==> src/rtl/mem_port_arbiter.sv <==
// Shares one single-port SRAM between instruction fetch and load/store, data first with a fetch starvation guard.
// Optional performance counters are built when ARB_PERF_CNT_EN is defined.
module mem_port_arbiter #(
  parameter int ADDR_W     = 10,
  parameter int DATA_W     = 32,
  parameter int STARVE_MAX = 4
) (
  input  logic              clk,
  input  logic              rst_n,
  input  logic              i_req,
  input  logic [ADDR_W-1:0] i_addr,
  output logic              i_gnt,
  output logic              i_rvalid,
  output logic [DATA_W-1:0] i_rdata,
  input  logic              d_req,
  input  logic              d_we,
  input  logic [ADDR_W-1:0] d_addr,
  input  logic [DATA_W-1:0] d_wdata,
  output logic              d_gnt,
  output logic              d_rvalid,
  output logic [DATA_W-1:0] d_rdata,
  output logic              mem_en,
  output logic              mem_we,
  output logic [ADDR_W-1:0] mem_addr,
  output logic [DATA_W-1:0] mem_wdata,
  input  logic [DATA_W-1:0] mem_rdata
`ifdef ARB_PERF_CNT_EN
  ,
  output logic [31:0]       conflict_cnt,
  output logic [31:0]       stall_cnt
`endif
);

  localparam logic [3:0] SMAX = 4'(STARVE_MAX);

  typedef enum logic [1:0] {OWN_NONE, OWN_FETCH, OWN_LOAD} owner_t;

  owner_t     owner;
  logic [3:0] starve_cnt;
  logic       fetch_forced;

  // Grants are forced low during reset so nothing reaches the SRAM.
  always_comb begin
    fetch_forced = i_req && (starve_cnt == SMAX);
    d_gnt        = rst_n & d_req & ~fetch_forced;
    i_gnt        = rst_n & i_req & ~d_gnt;
    mem_en       = i_gnt | d_gnt;
    mem_we       = d_gnt & d_we;
    mem_addr     = d_gnt ? d_addr : (i_gnt ? i_addr : '0);
    mem_wdata    = d_gnt ? d_wdata : '0;
  end

  always_ff @(posedge clk or negedge rst_n) begin
    if (!rst_n) begin
      owner      <= OWN_NONE;
      starve_cnt <= '0;
    end else begin
      if (i_gnt)             owner <= OWN_FETCH;
      else if (d_gnt && !d_we) owner <= OWN_LOAD;
      else                   owner <= OWN_NONE;

      if (!i_req || i_gnt)                   starve_cnt <= '0;
      else if (d_gnt && starve_cnt != SMAX)  starve_cnt <= starve_cnt + 4'd1;
    end
  end

  assign i_rvalid = (owner == OWN_FETCH);
  assign d_rvalid = (owner == OWN_LOAD);
  assign i_rdata  = mem_rdata;
  assign d_rdata  = mem_rdata;

`ifdef ARB_PERF_CNT_EN
  always_ff @(posedge clk or negedge rst_n) begin
    if (!rst_n) begin
      conflict_cnt <= '0;
      stall_cnt    <= '0;
    end else begin
      if (i_req && d_req)  conflict_cnt <= conflict_cnt + 32'd1;
      if (i_req && !i_gnt) stall_cnt    <= stall_cnt + 32'd1;
    end
  end
`endif

endmodule

==> config.mk <==
export PLATFORM = sky130hd
export DESIGN_NAME = mem_port_arbiter
export DESIGN_NICKNAME = d
export VERILOG_FILES = /design/src/rtl/mem_port_arbiter.sv
export SDC_FILE = /design/constraint.sdc
export NUM_CORES = 1
export LEC_CHECK = 0
export ABC_AREA = 1
export CORE_AREA = 2 2 77 79
export DETAILED_ROUTE_END_ITERATION = 7
export DIE_AREA = 0 0 79 81
export GPL_TIMING_DRIVEN = 0
export MAX_ROUTING_LAYER = met4
export PLACE_DENSITY_LB_ADDON = 0.12
export SLEW_MARGIN = 20
export SYNTH_ARGS = -nofsm -noshare
export SYNTH_HDL_FRONTEND = slang
export SYNTH_SLANG_ARGS = --single-unit
==> constraint.sdc <==
create_clock -name clk -period 1.8 [get_ports clk]
set_clock_uncertainty 0.15 [all_clocks]
set_input_delay 0.18 -clock clk [delete_from_list [all_inputs] [get_ports clk]]
set_output_delay 0.18 -clock clk [all_outputs]
set_load 0.005 [all_outputs]
* Word-level counts from Yosys, hierarchy flattened *
Cells that the tools add are included.

word-level totals
  bits in registers = 6
  bits of input ports = 89
  output and inout bits = 112
  word-level logic and storage cells = 29

cells by class
  $add $sub $neg = 1
  equal/unequal tests = 4
  multiplexer cells = 7
  bitwise operators = 8
  reduce and logical (&&, ||, !) cells = 7

operators by type and width
  cell                                                    number
  two-way mux 32 bit                                      1
  two-way mux 10 bit                                      2
  two-way mux 4 bit                                       2
  bitwise AND 1 bit                                       5
  adder 4 x 1 -> 4 bit (second input constant)            1
  == test 4 x 3 -> 1 bit (second input constant)          1
  two-way mux 2 bit                                       2
  inequality test 4 x 3 -> 1 bit (second input constant)  1
  logical AND 1 bit                                       3
  == test 2 x 1 -> 1 bit (second input constant)          1
  == test 2 bit (second input constant)                   1
  zero test 1 bit                                         2
  inverter 1 bit                                          2
  nonzero test 2 bit                                      1
  logical OR 1 bit                                        1
  bitwise OR 1 bit                                        1

* Logic depth before layout (Yosys ltp) *
Gate-level depths: netlist of the first run.

  word-level depth = 8
  mapped depth = 10
  mapped depth without buffers = 9

* Worst setup path before layout of the first run *
OpenSTA, ideal clock, no wires.

  path kind = register to output
  from = register starve_cnt[0]
  to = output port mem_addr[1]
  arrival = 1,203 ps
  data required time = 1,470 ps
  path slack = 267 ps
  stages on the path, launching flop included = 11
  buffers on the path = 1
  cells stage by stage = dfrtp_1 > inv_1 > ha_1 > nand2_1 > inv_1 > nand2_1 > nand2_4 > inv_2 > buf_6 > nand2_1 > nand2_1

between the ends
  word-level cells in the longest chain between the ends = 8

RTL lines
  element                   line  text
  start, declared           39    logic [3:0] starve_cnt;
  start signal, assigned    63    else if (d_gnt && starve_cnt != SMAX) starve_cnt <= starve_cnt + 4'd1;
  == test 4 x 3 -> 1 bit *  44    fetch_forced = i_req && (starve_cnt == SMAX);
  logical AND 1 bit *       44
  inverter 1 bit *          45    d_gnt = rst_n & d_req & ~fetch_forced;
  bitwise AND 1 bit *       45
  named net d_gnt           19    output logic d_gnt,
  inverter 1 bit            46    i_gnt = rst_n & i_req & ~d_gnt;
  bitwise AND 1 bit         46
  two-way mux 10 bit        49    mem_addr = d_gnt ? d_addr : (i_gnt ? i_addr : '0);
  two-way mux 10 bit *      49
  end, declared             24    output logic [ADDR_W-1:0] mem_addr,

The timed path passes the listed nets; every way through them passes the cells marked *.

* Worst setup path after layout of the first run *
  from = register starve_cnt[0]
  to = output port i_gnt

between the ends
  word-level cells in the longest chain between the ends = 6

RTL lines
  element                 line  text
  == test 4 x 3 -> 1 bit  44
  logical AND 1 bit       44
  inverter 1 bit          45
  bitwise AND 1 bit       45
  inverter 1 bit          46
  bitwise AND 1 bit       46
  end, declared           12    output logic i_gnt,

No other way between the ends.

==> flow_summary.yaml, run 1 <==
synth:
  synthDistinctLibCells: 16
  yosys_warnings: 0
  ys_ff_latch: 6
  syn-num-nets: 306
  synth.most_common_cell: "buf_4"
  synth_cells: 215
  synth.top_cell.area_share_pct: 39.00
  ys.flop_type: "dfrtp_1"
  yosys-top-cells-area: "buf_4 (39%), inv_1 (13%), dfrtp_1 (12%)"
  synthArstFlopShare_pct: 100.0
  yosys.area.top_type: "buf_4"
  synth_edf_count: 0
  synth_seq_area_share_pct: 12.00
  avgSynthCellArea_um2: 5.820
  synth_common_cells: "buf_4 (65), inv_1 (43), nor2_1 (36)"
  synth_area_um2: 1251
pwr:
  p_int_mw: 0.7185
  ir_drop_uv: 222.8
  pwr_density_cell_nw_per_um2: 300.1
  p_leak_nw: 1.734
  p_sw_mw: 0.2560
  pwr-share-seq_pct: 14.6
  comb_power_share_pct: 65.0
  p_sw_share_pct: 26.27
  clockPowerShare_pct: 20.5
floorplan:
  ios: 201
  die_w_um: 79
  start_util_pct: 22.05
  core-area_um2: 5675
  rows: 28
  fp.dieArea_um2: 6399
  die_h_um: 81
worst_setup_path:
  crit_chain: "inv_1, ha_2, nand2_1, inv_1, nand2_2, nand2_4, buf_12, inv_8, buf_6, buf_6, nor2_4, buf_6"
  crit_path_frequent_cell: "buf_6"
  slowest_delay_ns: 0.38
  critPathCaptureType: "primary output"
  critPathKind: "flop to primary output"
  cp_num_buf_inv: 7
  critPathMaxFanout: 6
  path_delay_family: "buffers and inverters"
  crit_required_ns: 1.47
  start_kind: "flop"
  cp_slowest_cell: "dfrtp_1"
  arrival_ns: 1.67
cells_and_area:
  drive_above_1_share_pct: 41.34
  syn_to_final_growth_pct: 159.5
  post-route-util_pct: 57.21
  finalInstanceArea_um2: 3247
  stdcell_count: 479
  n_fill_cell: 594
  fin_nets: 497
  antenna_cells: 0
clock_network:
  htree_levels: 1
  clk_pin_slew_ns: 0.04
  clock_latency_ns: 0.22
  cts.sinks: 6
  cts_buffers: 3
  cts_tree: "built"
  clk_path_buf_depth: 2
  root_buffer: "clkbuf_8"
routing:
  dr.pass1.iters: 4
  vias_per_cell: 3.816
  drc: 0
  wl_um: 5242
  routedWlPerCell_um: 10.94
  vias: 1828
  first_iter_violations: 30
  antenna_left: 0
global_route:
  grt_pass1_wl_um: 7583
  grt_usage_pct: 14.98
  antenna_found_initial: 0
  grt_pass1_vias: 1629
  overflow: 0
  grt_max_degree: 11
timing:
  finalHoldViolCount: 0
  hold-worst-slack_ns: 0.3571
  period_share_pct: 111.0
  max_freq_mhz: 500.6
  finalSetupViolations: 41
  fin_crit_ns: 1.998
  rsz0062_at_grt: "yes"
  slew_viol_final: 0
  slew_headroom_pct: 76.15
  max_slew.worst_pin.slew_ns: 0.3555
  layout_setup_ws_ns: -0.1977
place:
  place.gp.congestion: 0.8188
  place_ws_ns: -0.6592
  io_buffers: 168
  dpl_cell_area_um2: 3027
  place_inst: 458
  dp_hpwl_um: 4295
status:
  violations: "negative setup slack"
  run_status: "finished, violations left"
min_path:
  hold_class: "primary input to flop"
run:
  cap_viol_max_count: 0
## registers in the layout, indices dropped and copies added (netlist names)
name        flops
starve_cnt      4
owner           2
## logic make-up (layout without fill, tap and decap cells)
kind of cell | count (synthesis) | count (layout) | synth area share, %
flip-flops | 6 | 6 | 12.00
AND/OR/NAND/NOR | 88 | 88 | 29.00
AO/OA/AOI/OAI | 4 | 4 | 1.599
buffers and inverters | 115 | 304 | 55.40
adder cells (fa/ha/maj) | 2 | 2 | 2.000
## metal layers
layer	GRT usage [%]	wire length, µm	vias up
met1	17.21	1988	775
met4	3.103	59	0
met3	2.333	452	6
li1	-	-	935
met5	-	0	-
met2	27.63	2742	112
## power groups by stage
stage          logic, mW  clock network [mW]  registers [mW]
4_1_cts            0.621               0.206           0.142
3_5_place_dp       0.593                   0           0.145
3_3_place_gp       0.587                   0           0.145
2_1_floorplan      0.205                   0           0.144
6_report           0.633               0.200           0.142
5_1_grt            0.683               0.218           0.142
## cell type report
class | instances | area (µm²) | area share [%]
well taps | 75 | 93.84 | 2.890
inverters | 46 | 180.2 | 5.549
flip-flops and latches | 6 | 150.1 | 4.624
multi-input cells | 94 | 553.0 | 17.03
plain buffers | 68 | 529.3 | 16.30
clock buffers | 3 | 41.29 | 1.272
repair buffers | 187 | 1699 | 52.33
## worst min-delay path, cell delays in order
cell	delay (ns)
dlygate4sd2_1	0.27
inv_1	0.05
nand2_1	0.10
a21oi_1	0.08
## final timing paths
kind	start	endpoint	slack, ns	depth (start not counted)
hold reg to reg	starve_cnt[3]	starve_cnt[3]	0.41	2
max in group asynchronous	rst_n	starve_cnt[2]	0.85	2
setup / recovery	starve_cnt[0]	i_gnt	-0.20	12
hold / removal	rst_n	starve_cnt[2]	0.36	4
min in group asynchronous	rst_n	starve_cnt[0]	0.44	2
setup reg to reg	starve_cnt[0]	owner[0]	0.14	12
## cells in the final DEF (no fill, tap or decap)
master and n:
clkdlybuf4s50_1 121, buf_4 70, inv_1 43, buf_2 39
nand2_1 30, nor2_1 15, buf_6 14, nor2_2 12
nor2_4 11, nand3_1 9, dfrtp_1 6, nand3_2 5
dlygate4sd2_1 5, nand2_2 4, buf_8 3, o21ai_0 3
clkbuf_8 3, buf_12 2, inv_2 1, nand2_4 1
inv_8 1, clkinv_1 1, a21oi_1 1, nand4_1 1
ha_2 1, ha_1 1, dlygate4sd3_1 1
## stage by stage
step	power [mW]	setup TNS [ns]
3_3_place_gp	0.7317	-27.01
5_1_grt	1.044	-8.753
4_1_cts	0.9687	-5.664
3_5_place_dp	0.7378	-28.00
2_1_floorplan	0.3488	0
6_report	0.9745	-4.214
## repair_timing
item	in CTS	in global routing
pin swaps	8	8
resized for setup	204	42
setup endpoints to repair	46	46
hold endpoints to repair	6	0
cloned	4	0
hold buffers	1	0
buffers inserted	15	1
No activity file was read; power rests on OpenSTA's default activity.
==> inputs of run 2 (changes only) <==
==> constraint.sdc (replaced) <==
create_clock -name clk -period 2 [get_ports clk]
set_clock_uncertainty 0.15 [all_clocks]
set_input_delay 0.2 -clock clk [delete_from_list [all_inputs] [get_ports clk]]
set_output_delay 0.2 -clock clk [all_outputs]
set_load 0.1 [all_outputs]
==> run 2 against run 1 <==
The flow still finishes with violations (negative setup slack). Count of clock-buffer cells in the layout unchanged. Sequential power down 9.9%. Cell count down 0.21%. Non-clock buffer count down 1.
==> flow_summary.yaml, run 2 (synthesis results as in run 1) <==
status:
  run_status: "finished, violations left"
  violations: "negative setup slack"
timing:
  hold-worst-slack_ns: 0.3853
  finalHoldViolCount: 0
  layout_setup_ws_ns: -0.1032
  rsz0062_at_grt: "yes"
  finalSetupViolations: 38
  period_share_pct: 105.2
  setup_tns_ns: -2.137
  max_freq_mhz: 475.5
  slew_headroom_pct: 33.17
  fin_crit_ns: 2.103
  max_slew.worst_pin.slew_ns: 0.9993
  slew_viol_final: 0
global_route:
  grt_pass1_wl_um: 8293
  overflow: 0
  grt_pass1_vias: 1888
  antenna_found_initial: 0
  grt_usage_pct: 16.71
  grt_max_degree: 11
cells_and_area:
  syn_to_final_growth_pct: 238.9
  antenna_cells: 0
  largestRegisters: "starve_cnt x4, owner x2"
  post-route-util_pct: 74.71
  fin_nets: 496
  mostFrequentLayoutCells: "clkdlybuf4s50_1 (119), buf_4 (72), buf_12 (46), inv_1 (43), nor2_4 (34)"
  largest-register: "starve_cnt"
  largest_reg_flops: 4
  final_common_cell: "clkdlybuf4s50_1"
  drive_above_1_share_pct: 50.12
routing:
  first_iter_violations: 19
  antenna_left: 0
  drc: 0
  wl_um: 5803
  dr.pass1.iters: 4
  routedWlPerCell_um: 12.14
  vias_per_cell: 3.975
  vias: 1900
floorplan:
  die_w_um: 79
  start_util_pct: 22.05
  core-area_um2: 5675
  die_h_um: 81
  fp.dieArea_um2: 6399
  rows: 28
  ios: 201
place:
  io_buffers: 168
  place.gp.congestion: 0.6897
  dp_hpwl_um: 4284
clock_network:
  cts_buffers: 3
  clock_latency_ns: 0.22
  root_buffer: "clkbuf_8"
  clk_path_buf_depth: 2
  htree_levels: 1
  clk_pin_slew_ns: 0.03
  cts_tree: "built"
  cts.sinks: 6
pwr:
  power_mw: 1.941
  comb_power_share_pct: 84.1
  p_int_mw: 0.8066
  pwr-share-seq_pct: 6.6
  p_sw_share_pct: 58.44
  clockPowerShare_pct: 9.3
  pwr_density_cell_nw_per_um2: 457.7
  p_sw_mw: 1.134
  ir_drop_uv: 304.5
  p_leak_nw: 1.994
worst_setup_path:
  critPathKind: "flop to primary output"
  crit_required_ns: 1.65
  critPathCaptureType: "primary output"
  cp_slowest_cell: "dfrtp_1"
  critPathMaxFanout: 10
  start_kind: "flop"
  arrival_ns: 1.75
  slowest_delay_ns: 0.35
  crit_chain: "inv_1, ha_2, nand2_1, inv_1, nand2_2, nand2_8, buf_4, buf_12, nor2_4, buf_12"
min_path:
  hold_class: "primary input to flop"
run:
  cap_viol_max_count: 0
## run 2: metal layers
| metal | up-vias | wire length [µm] | global-route usage [%] |
|---|---|---|---|
| met5 | - | 0 | - |
| met4 | 0 | 86 | 4.655 |
| met3 | 7 | 488 | 2.889 |
| met2 | 110 | 3309 | 32.63 |
| met1 | 850 | 1918 | 17.14 |
| li1 | 933 | - | - |
## run 2: metrics by stage
step	worst slack, ns	instances	cell area [µm²]
after floorplan	-0.3084	215	1521
after global placement	-1.173	458	3297
after detailed placement	-1.166	458	3297
after CTS	-0.1115	475	4023
after global routing	-0.1904	478	4240
final	-0.1032	478	4240
## run 2: cell type report
type,instances,area (µm²)
multi-input combinational,94,872.1
sequential,6,150.1
inverter,46,176.4
clock buffer,3,41.29
buffer,68,560.5
fill,428,1435
timing repair buffer,186,2346
tap,75,93.84
## run 2: power groups by stage
stage                     Sequential [mW]  Combinational (mW)  Clock (mW)
final                               0.128                1.63       0.181
after floorplan                     0.130                1.07           0
after detailed placement            0.131                1.41           0
after CTS                           0.128                1.59       0.184
after global routing                0.128                1.68       0.193
after global placement              0.130                1.41           0
## run 2: final timing paths
kind / start / endpoint / slack (ns) / cells past startpoint
max: starve_cnt[1] / mem_wdata[17] / -0.10 / 10
min: rst_n / starve_cnt[2] / 0.39 / 4
max reg2reg: starve_cnt[1] / owner[1] / 0.52 / 9
min reg2reg: starve_cnt[3] / starve_cnt[3] / 0.41 / 2
max in group asynchronous: rst_n / owner[1] / 1.04 / 2
min in group asynchronous: rst_n / starve_cnt[3] / 0.44 / 2
## run 2: timing repair
| action | CTS | global route |
|---|---|---|
| gates resized for setup | 442 | 37 |
| pin swaps | 9 | 8 |
| setup endpoints to repair | 48 | 46 |
| cloned | 2 | 2 |
| endpoints found under the hold margin | 6 | 0 |
| setup buffers | 11 | 2 |
| hold buffers | 1 | 0 |
## run 2: critical path, delay by kind of cell, from the launching register on
kind	cells	cell delay, ns
DFF	1	0.35
adders and majority gates	1	0.18
buffers and inverters	5	0.59
and+or+nand+nor	4	0.39
==> inputs of run 3 (changes only) <==
--- a/config.mk
+++ b/config.mk
@@ -6,9 +6,10 @@
 export NUM_CORES = 1
 export LEC_CHECK = 0
 export ABC_AREA = 1
-export CORE_AREA = 2 2 77 79
+export ABC_CLOCK_PERIOD_IN_PS = 2000
+export CORE_AREA = 2 2 99 63
 export DETAILED_ROUTE_END_ITERATION = 7
-export DIE_AREA = 0 0 79 81
+export DIE_AREA = 0 0 101 65
 export GPL_TIMING_DRIVEN = 0
 export MAX_ROUTING_LAYER = met4
 export PLACE_DENSITY_LB_ADDON = 0.12
==> run 3 against run 2 <==
The flow still finishes with violations (negative setup slack). Via count decreased by 1.6%. Cell count decreased by 0.84%. Design area decreased by 1.7%. Core utilization decreased by 2.6 points. Setup slack improved by 0.029 ns. Largest power group unchanged. Highest routed layer unchanged.
==> flow_summary.yaml, run 3 (synthesis results as in run 1) <==
worst_setup_path:
  startpoint: "starve_cnt[0]"
  crit_chain: "inv_2, ha_4, nand2_2, inv_2, nand2_4, nand2_8, inv_6, buf_6, buf_12, nand2_4, nand2_4, buf_12"
  cp_slowest_cell: "dfrtp_2"
  r2r_cells: 8
  arrival_ns: 1.72
  crit_path_frequent_cell: "nand2_4"
  r2r_end: "owner[1]"
  critPathMaxFanout: 6
  slowest_delay_ns: 0.41
  r2r_start: "starve_cnt[0]"
  r2r_slack_ns: 0.50
  critPathCaptureType: "primary output"
  start_kind: "flop"
  crit_required_ns: 1.65
  critPathKind: "flop to primary output"
  worstSetupEndpoint: "mem_addr[2]"
timing:
  rsz0062_at_grt: "yes"
  hold-worst-slack_ns: 0.3756
  layout_setup_ws_ns: -0.07465
  slew_viol_final: 0
  fin_crit_ns: 2.075
  finalSetupViolations: 18
  period_share_pct: 103.7
  finalHoldViolCount: 0
  slew_headroom_pct: 34.28
  setup_tns_ns: -0.5093
  max_slew.worst_pin.slew_ns: 0.9827
  max_freq_mhz: 482.0
global_route:
  grt_max_degree: 11
  grt_usage_pct: 17.29
  overflow: 0
  grt_pass1_wl_um: 8818
  grt_pass1_vias: 1799
  antenna_found_initial: 0
floorplan:
  die_w_um: 101
  fp.dieArea_um2: 6565
  core-area_um2: 5781
  ios: 201
  start_util_pct: 21.65
  rows: 22
  die_h_um: 65
pwr:
  pwr-share-seq_pct: 6.7
  pwr_density_cell_nw_per_um2: 462.7
  ir_drop_uv: 314.8
  p_sw_mw: 1.138
  p_leak_nw: 1.953
  clockPowerShare_pct: 9.6
  p_sw_share_pct: 58.98
  p_int_mw: 0.7914
  comb_power_share_pct: 83.8
  power_mw: 1.929
cells_and_area:
  stdcell_count: 474
  fin_nets: 495
  final_common_cell: "clkdlybuf4s50_1"
  syn_to_final_growth_pct: 233.2
  antenna_cells: 0
  largest_reg_flops: 4
  finalInstanceArea_um2: 4169
  mostFrequentLayoutCells: "clkdlybuf4s50_1 (119), buf_4 (75), inv_1 (39), buf_12 (38), nor2_4 (34)"
  n_fill_cell: 429
  largest-register: "starve_cnt"
  post-route-util_pct: 72.12
  largestRegisters: "starve_cnt x4, owner x2"
  drive_above_1_share_pct: 51.74
place:
  place.gp.congestion: 0.7685
  place_ws_ns: -1.192
  place_inst: 455
  io_buffers: 168
  dp_hpwl_um: 4391
  dpl_cell_area_um2: 3293
routing:
  vias: 1870
  vias_per_cell: 3.945
  antenna_left: 0
  wl_um: 5951
  first_iter_violations: 43
  drc: 0
  dr.pass1.iters: 4
  routedWlPerCell_um: 12.55
status:
  violations: "negative setup slack"
  run_status: "finished, violations left"
min_path:
  hold_class: "primary input to flop"
  min_path_cells: 4
clock_network:
  clk_path_buf_depth: 2
  cts_tree: "built"
  root_buffer: "clkbuf_8"
  clock_latency_ns: 0.23
  htree_levels: 1
  cts_buffers: 3
  clk_pin_slew_ns: 0.04
  cts.sinks: 6
run:
  cap_viol_max_count: 0
==> run 3: critical path, delay by kind of cell (launching register included) <==
kind,cells,cell delay [ns]
buf+inv,6,0.60
flops,1,0.41
simple gates,5,0.33
fa+ha+maj,1,0.14
==> run 3: repair_timing <==
item | CTS | global route
gates resized for setup | 447 | 19
pin swaps | 15 | 12
endpoints found under the hold margin | 6 | 0
endpoints found under the setup margin | 48 | 46
setup buffers | 12 | 1
gates cloned | 5 | 0
hold buffers | 1 | 0
==> run 3: layout make-up <==
class                      count  area [µm²]  area share [%]
buffer                        68       551.8           13.24
inverter                      46       182.7           4.382
timing repair buffer         184        2250           53.96
clock buffer                   3       41.29          0.9904
sequential                     6       151.4           3.631
multi-input combinational     95       902.1           21.64
tap                           72       90.09           2.161
==> run 3: how the worst min path moves through the flow <==
stage                from  slack (ns)       endpoint
floorplan           rst_n       -0.25       owner[0]
global placement    rst_n        0.35  starve_cnt[1]
detailed placement  rst_n        0.37  starve_cnt[1]
CTS                 rst_n        0.36  starve_cnt[2]
global route         d_we        0.42       owner[1]
finish              rst_n        0.38  starve_cnt[2]
==> run 3: power groups by stage <==
stage          clock network [mW]  logic (mW)  registers, mW
4_1_cts                     0.185        1.61          0.128
2_1_floorplan                   0        1.07          0.130
5_1_grt                     0.194        1.66          0.129
6_report                    0.184        1.62          0.128
3_3_place_gp                    0        1.41          0.131
3_5_place_dp                    0        1.41          0.131
==> run 3: metal layers <==
metal / vias up / GRT usage (%) / share of wire [%]
li1: 931 / - / -
met5: - / - / 0
met3: 5 / 3.344 / 7.9
met2: 101 / 30.50 / 54
met4: 0 / 2.534 / 0.50
met1: 833 / 21.06 / 38
